<file path="config.mk">
export PLATFORM = sky130hd
export DESIGN_NAME = btn_event_ctrl
export DESIGN_NICKNAME = d
export VERILOG_FILES = /design/src/rtl/btn_event_ctrl.sv
export SDC_FILE = /design/constraint.sdc
export NUM_CORES = 1
export LEC_CHECK = 0
export ABC_AREA = 1
export CORE_ASPECT_RATIO = 0.6
export CORE_UTILIZATION = 62
export DETAILED_ROUTE_END_ITERATION = 12
export GPL_TIMING_DRIVEN = 0
export PLACE_DENSITY = 0.91
export SYNTH_ARGS = -nofsm -noshare
export SYNTH_HDL_FRONTEND = slang
export SYNTH_SLANG_ARGS = --single-unit
</file>
<file path="constraint.sdc">
create_clock -name i_clk -period 2.91 [get_ports i_clk]
set_clock_uncertainty 0.2 [all_clocks]
set_input_delay 0.873 -clock i_clk [delete_from_list [all_inputs] [get_ports i_clk]]
set_output_delay 0.873 -clock i_clk [all_outputs]
set_load 0.005 [all_outputs]
</file>
<file path="src/rtl/btn_event_ctrl.sv">
// Multi-channel button front end: 2-FF synchroniser, debounce, press/release pulses,
// and optional per-channel auto-repeat with long-press indication.
module btn_event_ctrl #(
    parameter int               N_BTN           = 2,
    parameter int               ACTIVE_LOW      = 1,
    parameter int               MIN_PULSE_WIDTH = 25000,
    parameter int               CNT_W           = 24,
    parameter int               REPEAT_DELAY    = 12500000,
    parameter int               REPEAT_RATE     = 2500000,
    parameter logic [N_BTN-1:0] REPEAT_MASK     = {N_BTN{1'b1}}
) (
    input  logic             i_clk,
    input  logic             i_reset,
    input  logic [N_BTN-1:0] i_btn,
    output logic [N_BTN-1:0] o_btn,
    output logic [N_BTN-1:0] o_press,
    output logic [N_BTN-1:0] o_release,
    output logic [N_BTN-1:0] o_long,
    output logic             o_event
);

    localparam logic [CNT_W-1:0] CNT_ZERO = CNT_W'(0);
    localparam logic [CNT_W-1:0] CNT_ONE  = CNT_W'(1);
    localparam logic [CNT_W-1:0] DB_TERM  = CNT_W'(MIN_PULSE_WIDTH - 1);
    localparam logic [CNT_W-1:0] RD_TERM  = CNT_W'(REPEAT_DELAY - 1);
    localparam logic [CNT_W-1:0] RR_TERM  = CNT_W'(REPEAT_RATE - 1);
    localparam logic             IDLE_LVL = (ACTIVE_LOW != 0) ? 1'b1 : 1'b0;

    typedef enum logic [1:0] {
        ST_IDLE   = 2'd0,
        ST_HOLD   = 2'd1,
        ST_REPEAT = 2'd2
    } rpt_state_t;

    logic [N_BTN-1:0] press_nxt_s;
    logic [N_BTN-1:0] release_nxt_s;
    logic             event_r;

    genvar k;
    generate
        for (k = 0; k < N_BTN; k++) begin : g_ch
            logic             sync1_r;
            logic             sync2_r;
            logic             raw_s;
            logic [CNT_W-1:0] dcnt_r;
            logic [CNT_W-1:0] dcnt_nxt_s;
            logic             toggle_s;
            logic             btn_r;
            logic             press_evt_s;
            logic             release_evt_s;
            rpt_state_t       state_r;
            rpt_state_t       state_nxt_s;
            logic [CNT_W-1:0] rcnt_r;
            logic [CNT_W-1:0] rcnt_nxt_s;
            logic             long_r;
            logic             long_nxt_s;
            logic             tick_s;
            logic             press_r;
            logic             release_r;

            // Synchroniser, preloaded with the not-pressed pin level.
            always_ff @(posedge i_clk) begin
                if (i_reset) begin
                    sync1_r <= IDLE_LVL;
                    sync2_r <= IDLE_LVL;
                end else begin
                    sync1_r <= i_btn[k];
                    sync2_r <= sync1_r;
                end
            end

            assign raw_s = (ACTIVE_LOW != 0) ? ~sync2_r : sync2_r;

            // Debounce: count consecutive disagreeing cycles, toggle at the window end.
            always_comb begin
                toggle_s   = 1'b0;
                dcnt_nxt_s = CNT_ZERO;
                if (raw_s == btn_r) begin
                    dcnt_nxt_s = CNT_ZERO;
                end else if (dcnt_r == DB_TERM) begin
                    toggle_s   = 1'b1;
                    dcnt_nxt_s = CNT_ZERO;
                end else begin
                    dcnt_nxt_s = dcnt_r + CNT_ONE;
                end
            end

            assign press_evt_s   = toggle_s & ~btn_r;
            assign release_evt_s = toggle_s & btn_r;

            // Repeat FSM next state; a release always wins over a coincident repeat tick.
            always_comb begin
                state_nxt_s = state_r;
                rcnt_nxt_s  = rcnt_r;
                long_nxt_s  = long_r;
                tick_s      = 1'b0;
                if (!REPEAT_MASK[k]) begin
                    state_nxt_s = ST_IDLE;
                    rcnt_nxt_s  = CNT_ZERO;
                    long_nxt_s  = 1'b0;
                end else if (release_evt_s) begin
                    state_nxt_s = ST_IDLE;
                    rcnt_nxt_s  = CNT_ZERO;
                    long_nxt_s  = 1'b0;
                end else begin
                    case (state_r)
                        ST_IDLE: begin
                            rcnt_nxt_s = CNT_ZERO;
                            if (press_evt_s) begin
                                state_nxt_s = ST_HOLD;
                            end else begin
                                state_nxt_s = ST_IDLE;
                            end
                        end
                        ST_HOLD: begin
                            if (rcnt_r == RD_TERM) begin
                                tick_s      = 1'b1;
                                long_nxt_s  = 1'b1;
                                rcnt_nxt_s  = CNT_ZERO;
                                state_nxt_s = ST_REPEAT;
                            end else begin
                                rcnt_nxt_s = rcnt_r + CNT_ONE;
                            end
                        end
                        ST_REPEAT: begin
                            if (rcnt_r == RR_TERM) begin
                                tick_s     = 1'b1;
                                rcnt_nxt_s = CNT_ZERO;
                            end else begin
                                rcnt_nxt_s = rcnt_r + CNT_ONE;
                            end
                        end
                        default: begin
                            state_nxt_s = ST_IDLE;
                            rcnt_nxt_s  = CNT_ZERO;
                            long_nxt_s  = 1'b0;
                        end
                    endcase
                end
            end

            assign press_nxt_s[k]   = press_evt_s | tick_s;
            assign release_nxt_s[k] = release_evt_s;

            // Channel state and registered outputs.
            always_ff @(posedge i_clk) begin
                if (i_reset) begin
                    dcnt_r    <= CNT_ZERO;
                    btn_r     <= 1'b0;
                    state_r   <= ST_IDLE;
                    rcnt_r    <= CNT_ZERO;
                    long_r    <= 1'b0;
                    press_r   <= 1'b0;
                    release_r <= 1'b0;
                end else begin
                    dcnt_r    <= dcnt_nxt_s;
                    btn_r     <= btn_r ^ toggle_s;
                    state_r   <= state_nxt_s;
                    rcnt_r    <= rcnt_nxt_s;
                    long_r    <= long_nxt_s;
                    press_r   <= press_nxt_s[k];
                    release_r <= release_nxt_s[k];
                end
            end

            assign o_btn[k]     = btn_r;
            assign o_press[k]   = press_r;
            assign o_release[k] = release_r;
            assign o_long[k]    = long_r;
        end
    endgenerate

    // Summary event flag, registered alongside the per-channel pulses.
    always_ff @(posedge i_clk) begin
        if (i_reset) begin
            event_r <= 1'b0;
        end else begin
            event_r <= |(press_nxt_s | release_nxt_s);
        end
    end

    assign o_event = event_r;

endmodule

</file>
==> flow_metrics.py <==
metrics = {
    "worst_setup_path": {
        "worst_ep_required_time_ns": 3.01,
        "r2r-end": "g_ch[1].rcnt_r[6]",
        "worst_path_max_delay_cell": "dfxtp_1",
        "path_buf_inv": 2,
        "path_cells": "ha_1 -> nand2_1 -> nor3_2 -> nand3_1 -> nor2_1 -> ha_1 -> nor2_1 -> inv_1 -> nor2_1 -> nand2_4 -> buf_6 -> nor3_1",
        "reg2reg_depth": 12,
        "crit_path_start_kind": "register",
        "cpPeakStageDelay_ns": 0.41,
        "worst_setup_path_end_kind": "register",
        "critPathKind": "register to register",
        "r2r_setup_slack_ns": 0.29,
        "cp_common_cell": "nor2_1",
        "path_delay_family": "simple AND/OR/NAND/NOR gates",
        "worstReg2RegStart": "g_ch[1].dcnt_r[0]",
        "arrival_ns": 2.72,
        "crit_path_max_fanout": 10,
    },
    "final_layout": {
        "antenna_cells": 0,
        "drive_above_1_share_pct": 11.3,
        "syn_to_final_growth_pct": 13.5,
        "multi_input_area_sq_um": 3300,
        "final_common_cell": "nor2_1",
        "mostFrequentLayoutCells": "nor2_1 (161), nand2_1 (144), dfxtp_1 (113)",
        "nNetsFinal": 911,
        "seq_area_sq_um": 2260,
        "final_cell_area_sq_um": 6900,
        "fillers": 722,
    },
    "die": {
        "num_io_pins": 13,
        "fp.dieArea_sq_um": 10200,
        "die_y_microns": 78.7,
        "die_w_microns": 130,
        "fp.coreArea_sq_um": 9360,
        "initial_utilization_pct": 65.0,
        "rows": 27,
    },
    "power_and_ir_drop": {
        "clkPwrFrac_pct": 54.4,
        "switchingPower_mw": 0.713,
        "power_density_nw_per_um2": 502,
        "swShare_pct": 20.6,
        "power.internal_mw": 2.75,
        "p_total_mw": 3.47,
        "p_seq_share_pct": 44.9,
        "power_frac_comb_pct": 0.7,
        "peakVddDrop_v": 0.000419,
        "leakagePower_nw": 2.34,
    },
    "run_status": {
        "outcome": "completed",
    },
    "sta": {
        "timing.fmax_mhz": 382,
        "final_hold_viol_count": 0,
        "tns_ns": 0,
        "setup_ws_ns": 0.292,
        "min_period_ns": 2.62,
        "tightest_slew_ns": 0.685,
        "setup_viol": 0,
        "max-slew-margin-rel_pct": 54.0,
        "period_share_pct": 90.0,
        "rsz0062_at_grt": "false",
        "slew_violations": 0,
        "hold-worst-slack_ns": 0.206,
    },
    "yosys": {
        "synth_edf_count": 0,
        "yosysTopAreaCell": "dfxtp_1",
        "yosys_warnings": 0,
        "synth_area_leaders": "dfxtp_1 (37%), nor2_1 (9.9%), nand2_1 (8.9%)",
        "synth_nets": 880,
        "synth_cell_types": 35,
        "ys_ff_latch": 113,
        "async_flop_share_pct": 0,
        "syn_area_per_cell_sq_um": 7.05,
        "yosysTopAreaCellShare_pct": 37.2,
        "syn_inst": 862,
        "synthFlopType": "dfxtp_1",
        "netlist_area_sq_um": 6080,
        "seq_area_frac_synth_pct": 37.2,
    },
    "global_routing": {
        "grtUsageTotal_pct": 31.3,
        "antenna_found_initial": 0,
        "grt_pass1_wl_microns": 25000,
        "grt_max_degree": 17,
        "grt_pass1_vias": 5326,
        "grt.overflow.total": 0,
    },
    "min_path": {
        "min_from": "g_ch[0].sync1_r",
        "hold_end": "g_ch[0].sync2_r",
        "hold_depth": 1,
        "min_path_type": "register to register",
    },
    "clock_network": {
        "cts_setup_buffers": 0,
        "clock_latency_ns": 0.42,
        "cts_tree": "yes",
        "cts_buffers": 17,
        "cts_hold_buf": 0,
        "root_buffer": "clkbuf_16",
        "h-tree-depth": 4,
        "clockBufferDepth": 2,
        "cts_resized": 0,
        "clkSlewWorstSetupHoldPaths_ns": 0.05,
        "cts.sinks": 113,
    },
    "routing": {
        "wl_per_cell_microns": 14.3,
        "post_drt_via_cell_ratio": 5.67,
        "drc": 0,
        "vias": 5867,
        "wirelength_microns": 14800,
        "postRouteAntennaNets": 0,
        "drtPass1Iterations": 8,
        "drt-initial-drc-count": 674,
    },
    "placed_design": {
        "placed_area_sq_um": 6360,
        "portBuffers": 12,
        "pre_cts_ws_ns": 0.242,
        "gp_congestion": 0.990,
        "dp_hpwl_microns": 10600,
    },
    "job": {
        "drv_cap": 0,
    },
}
## flip-flops by register name, indices dropped and copies added (netlist names)
signal / flops
g_ch.state_r: 4
g_ch.long_r: 2
g_ch.sync2_r: 2
g_ch.btn_r: 2
g_ch.dcnt_r: 48
g_ch.sync1_r: 2
o_event: 1
g_ch.release_r: 2
g_ch.press_r: 2
g_ch.rcnt_r: 48
## worst max-delay path by stage
| stage | cells after the start | start | to | slack [ns] |
|---|---|---|---|---|
| after CTS | 12 | g_ch[1].dcnt_r[0] | g_ch[1].rcnt_r[6] | 0.31 |
| after global placement | 7 | i_reset | g_ch[1].rcnt_r[6] | 0.34 |
| after floorplan | 14 | g_ch[0].dcnt_r[0] | g_ch[0].rcnt_r[20] | 0.82 |
| after global routing | 14 | g_ch[0].dcnt_r[0] | g_ch[0].rcnt_r[22] | 0.05 |
| after detailed placement | 7 | i_reset | g_ch[1].rcnt_r[6] | 0.24 |
| final | 12 | g_ch[1].dcnt_r[0] | g_ch[1].rcnt_r[6] | 0.29 |
## cell families after synthesis
group / synth area share, %
buffers and inverters: 8.44
flip-flops: 37.2
adder cells (fa/ha/maj): 2.88
AO/OA/AOI/OAI: 4.24
XOR/XNOR: 6.63
AND/OR/NAND/NOR: 40.6
## through the flow
step	cells	util, %
after floorplan	862	-
after global placement	1004	68.0
after detailed placement	1004	68.0
after CTS	1035	73.7
after global routing	1035	73.7
final	1035	73.7
## power by group through the flow
stage / clock [mW] / combinational, mW / sequential (mW)
2_1_floorplan: 0 / 0.0149 / 1.59
3_3_place_gp: 0 / 0.0246 / 1.59
3_5_place_dp: 0 / 0.0249 / 1.59
4_1_cts: 1.89 / 0.0254 / 1.55
5_1_grt: 1.97 / 0.0291 / 1.55
6_report: 1.89 / 0.0254 / 1.56
## synthesized netlist by cell type (2+ instances only)
cell type	instances
nor2_1	161
nand2_1	144
dfxtp_1	113
inv_1	92
nand3_1	64
nand4_1	44
nor3_1	44
a21oi_1	37
xor2_1	36
nor2_2	20
ha_1	14
buf_4	11
or2_2	11
xnor2_1	10
nor3_2	8
o21ai_0	8
inv_2	6
nand2_2	6
nor4_1	6
a31oi_1	4
buf_6	3
nor3b_1	3
and3_1	2
nand2_4	2
nand3_2	2
nor2_4	2
## layout make-up
type | count | share of cell area [%]
well taps | 130 | 2.36
inverters | 98 | 5.33
multi-input cells | 634 | 47.9
flip-flops and latches | 113 | 32.8
plain buffers | 17 | 2.10
clock inverters | 4 | 0.363
clock buffers | 27 | 7.43
repair buffers | 12 | 1.74
## per-layer routing
metal / up-vias / GRT usage (%) / wire length [microns]
met1: 2666 / 43.1 / 6870
met5: - / 0 / 0
met2: 290 / 46.8 / 6230
met3: 41 / 8.09 / 1410
met4: 0 / 11.9 / 287
li1: 2870 / - / -
No activity file was read; power rests on OpenSTA's default activity.
==> variant 1, RTL diff (config.mk and constraints unchanged) <==
Reset style: asynchronous (`i_reset`), changed in 3 clocked blocks.
--- a/src/rtl/btn_event_ctrl.sv
+++ b/src/rtl/btn_event_ctrl.sv
@@ -59,7 +59,7 @@
             logic             release_r;
 
             // Synchroniser, preloaded with the not-pressed pin level.
-            always_ff @(posedge i_clk) begin
+            always_ff @(posedge i_clk or posedge i_reset) begin
                 if (i_reset) begin
                     sync1_r <= IDLE_LVL;
                     sync2_r <= IDLE_LVL;
@@ -143,7 +143,7 @@
             assign release_nxt_s[k] = release_evt_s;
 
             // Channel state and registered outputs.
-            always_ff @(posedge i_clk) begin
+            always_ff @(posedge i_clk or posedge i_reset) begin
                 if (i_reset) begin
                     dcnt_r    <= CNT_ZERO;
                     btn_r     <= 1'b0;
@@ -171,7 +171,7 @@
     endgenerate
 
     // Summary event flag, registered alongside the per-channel pulses.
-    always_ff @(posedge i_clk) begin
+    always_ff @(posedge i_clk or posedge i_reset) begin
         if (i_reset) begin
             event_r <= 1'b0;
         end else begin
Formal check against the unedited RTL: no difference found for any inputs over 10 cycles, from zero or initial values and one cycle with i_reset high; that may be too few to reach the edited logic, so the function may still have changed.
==> variant 1 against the unedited design <==
Routed wire length up 9.5%; largest cell class unchanged; first-iteration DRC count down 2.8%; sequential cell count unchanged; area after synthesis up 7.0%; setup slack better by 15 ps; critical path depth down 10; final area up 8.2%; utilization up 0.76 points.
Power is not compared: it rests on default switching activity, and its combinational part moved more than twofold at a synthesized area within 25%.
==> variant 1: results (changes against the unedited design) <==
| Metric | Value |
|---|---|
| Outcome | `finished clean` |
| Hold slack | `169 ps (-36.5 ps)` |
| Wire per inst | `15.8 um (+10%)` |
| Met1 GRT Util | `0.442 (+0.0108)` |
| Multi-input gate area | `0.00313 mm2 (-5.4%)` |
| R2R Path End | `g_ch[0].long_r` |
| Hold path depth | `0 (-1)` |
| Fill cells | `694 (-3.9%)` |
| End point of the critical path | `o_btn[0]` |
| Routed vias | `5852 (-0.26%)` |
| Number of non-clock inverters | `113 (+15%)` |
| Crit path from | `g_ch[0].btn_r` |
| Clock network area share | `0.0816 (+0.00366)` |
| Mapped Nets | `864 (-1.8%)` |
| Worst r2r src | `g_ch[0].dcnt_r[0]` |
| Total track usage | `0.326 (+0.0128)` |
| Met3 usage | `0.0911 (+0.0103)` |
| Pre-CTS setup slack | `517 ps (+276 ps)` |
| Dpl hpwl | `11.1 mm (+4.6%)` |
| Synth area leaders | `dfrtp_1 42%, nor2_1 9.8%, nand2_1 8.8%` |
| Placed cell areas | `0.00686 mm2 (+7.7%)` |
| Count of different cell masters after synthesis | `33 (-5.7%)` |
| Most frequent cells after synthesis | `170 x nor2_1, 152 x nand2_1, 109 x dfrtp_1` |
| Share of cells above drive strength 1 | `0.113 (+0.000522)` |
| NumNets Final | `898 (-1.4%)` |
| Detailed Route Iter0 Violations | `655 (-2.8%)` |
| Crit Path Category | `register to output pin` |
| Post-synth top flop | `dfrtp_1` |
| Worst-path fanout max | `5 (-5)` |
| Non-clock buffer instance count of the final layout | `30 (+3.4%)` |
| Final worst path period share | `0.895 (-0.00503)` |
| Buffering overhead | `0.0402 (+0.00179)` |
| Synthesized instance count | `845 (-2.0%)` |
| Synth async-reset ratio | `1.00 (+1.00)` |
| First-pass GRT wire length | `27.2 mm (+9.1%)` |
| Router iterations before antenna repair | `5 (-3)` |
| GP Congestion | `0.949 (-4.1%)` |
| Final instance area | `0.00746 mm2 (+8.2%)` |
| Comb_multi_in | `604 (-4.7%)` |
variant 1: cells by family (layout without fill, tap and decap cells):
kind of cell | after synthesis | after routing | share of synthesized area
and+or+nand+nor | 483 | 483 | 0.338
buffers and inverters | 128 | 175 | 0.0837
DFF | 113 | 113 | 0.436
AOI/OAI and AO/OA | 58 | 58 | 0.0487
xor gates and xnor gates | 48 | 48 | 0.0647
adders and majority gates | 15 | 15 | 0.0289
variant 1: routing by layer:
metal | part of all wire | routed length [um] | vias up
li1 | - | - | 2761
met1 | 0.44 | 7150 | 2741
met2 | 0.45 | 7250 | 318
met3 | 0.094 | 1520 | 32
met4 | 0.018 | 285 | 0
met5 | 0 | 0 | -
variant 1: power by group:
group / internal [mW] / switching, mW / total, mW
Clock: 1.35 / 0.795 / 2.15
Combinational: 0.0230 / 0.0579 / 0.0808
Sequential: 1.58 / 0.00675 / 1.59
Total: 2.96 / 0.860 / 3.82
variant 1: critical path, stage by stage (launching register included):
cell and delay (ps):
dfrtp_1 470, buf_4 160, clkdlybuf4s50_1 480
==> variant 2, RTL diff (same flow settings) <==
Without the edit above. `CNT_W`: 24 -> 16.
--- a/src/rtl/btn_event_ctrl.sv
+++ b/src/rtl/btn_event_ctrl.sv
@@ -4,7 +4,7 @@
     parameter int               N_BTN           = 2,
     parameter int               ACTIVE_LOW      = 1,
     parameter int               MIN_PULSE_WIDTH = 25000,
-    parameter int               CNT_W           = 24,
+    parameter int               CNT_W           = 16,
     parameter int               REPEAT_DELAY    = 12500000,
     parameter int               REPEAT_RATE     = 2500000,
     parameter logic [N_BTN-1:0] REPEAT_MASK     = {N_BTN{1'b1}}
Formal check against the unedited RTL: same outputs for any inputs over 10 cycles, from zero or initial values and one cycle with i_reset high; that may be too few to reach the edited logic, so the function may still have changed.
==> variant 2 against the unedited design <==
Routed wire length decreased by 41%; final area decreased by 32%; setup slack improved by 150 ps; critical path depth decreased by 10; synthesized cell count decreased by 33%; area after synthesis decreased by 31%; count of clock-buffer cells in the layout decreased by 15; sequential cell count decreased by 32; power decreased by 39%; non-clock buffer count decreased by 3; critical path type is now register to output pin; largest cell class unchanged.
==> variant 2: results (changes against the unedited design) <==
| Metric | Value |
|---|---|
| Outcome | `finished clean` |
| Fill cells | `480 (-34%)` |
| Multi-input gate area | `0.00214 mm2 (-35%)` |
| Crit path from | `g_ch[1].btn_r` |
| Detailed Route Iter0 Violations | `231 (-66%)` |
| Synth area leaders | `dfxtp_1 39%, nand2_1 8.8%, nor2_1 7.7%` |
| Clock network area share | `0.0536 (-0.0243)` |
| Total track usage | `0.272 (-0.0407)` |
| Seq area share | `0.346 (+0.0180)` |
| Count of different cell masters after synthesis | `38 (+8.6%)` |
| Num CTS Buffers | `9 (-8)` |
| Initial antenna violation count | `0 (unchanged)` |
| Clock Buffer Count | `12 (-56%)` |
| GP Congestion | `0.951 (-3.9%)` |
| Share of cells above drive strength 1 | `0.143 (+0.0304)` |
| Slew HR | `0.679 (+0.140)` |
| Clock Latency Late Sink | `340 ps (-80 ps)` |
| R2R cell count | `13 (+1)` |
| H-tree levels | `3 (-1)` |
| Worst r2r src | `g_ch[0].dcnt_r[5]` |
| First-pass GRT wire length | `14.9 mm (-40%)` |
| Wire per inst | `12.7 um (-11%)` |
| Comb_multi_in | `390 (-38%)` |
| Non-clock buffer instance count of the final layout | `26 (-10%)` |
| R2R Path End | `g_ch[0].rcnt_r[3]` |
| Buffering overhead | `0.0496 (+0.0112)` |
| Largest net degree at the start of global routing | `12 (-5)` |
| Critical Path Slowest Stage Cell | `clkdlybuf4s50_1` |
| Biggest regs | `g_ch.dcnt_r x32, g_ch.rcnt_r x32, g_ch.state_r x4` |
| Slowest Stage Delay on Critical Path | `480 ps (+70 ps)` |
| Number of global-route vias before repair | `3446 (-35%)` |
| Number of non-clock inverters | `91 (-7.1%)` |
| Hold path depth | `1 (unchanged)` |
| Dpl hpwl | `6.57 mm (-38%)` |
| R2R Setup Slk | `620 ps (+330 ps)` |
| Flip-flop and latch count | `81 (-28%)` |
| Router iterations before antenna repair | `7 (-1)` |
| Most frequent cells after synthesis | `99 x nand2_1, 86 x nor2_1, 81 x dfxtp_1` |
| Mapped Nets | `594 (-33%)` |
| VDD IR max | `0.000496 V (+18%)` |
| WP data arrival | `1400 ps (-1320 ps)` |
| Top-count cell post-synth | `nand2_1` |
==> variant 2: cell types whose count changed after synthesis, moves of 14 or more <==
| cell | delta |
|---|---|
| nand2_1 | -45 |
| nor2_2 | -14 |
| nand4_1 | -26 |
| dfxtp_1 | -32 |
| nor3_1 | -31 |
| nand3_1 | -25 |
| xor2_1 | -23 |
| nor2_1 | -75 |
==> variant 2: power by group <==
group | internal (mW) | total [mW] | switching (mW)
Clock | 0.585 | 0.993 | 0.408
Combinational | 0.00918 | 0.0221 | 0.0130
Sequential | 1.11 | 1.11 | 0.00148
Total | 1.71 | 2.13 | 0.422
==> variant 2: per-stage QoR <==
stage | setup slack [ps] | hold WS [ps] | cells | power [mW] | cell area (um2)
6_report | 441 | 203 | 685 | 2.13 | 4690
5_1_grt | 372 | 225 | 685 | 2.20 | 4690
4_1_cts | 436 | 207 | 685 | 2.14 | 4690
3_5_place_dp | 264 | 197 | 672 | 1.16 | 4440
3_3_place_gp | 292 | 195 | 672 | 1.16 | 4440
2_1_floorplan | 966 | 189 | 576 | 1.15 | 4210
==> variant 2: routing by layer <==
layer / up-vias / share of wire / global-route usage
li1: 1856 / - / -
met1: 1661 / 0.47 / 0.351
met2: 104 / 0.45 / 0.441
met3: 9 / 0.070 / 0.0926
met4: 0 / 0.0076 / 0.0625
met5: - / 0 / 0
==> variant 2: logic make-up after synthesis <==
family	share of synthesized area
buffers and inverters	0.108
AO/OA/AOI/OAI	0.0579
flip-flops	0.385
XOR/XNOR	0.0333
adder cells (fa/ha/maj)	0.0416
AND/OR/NAND/NOR	0.374
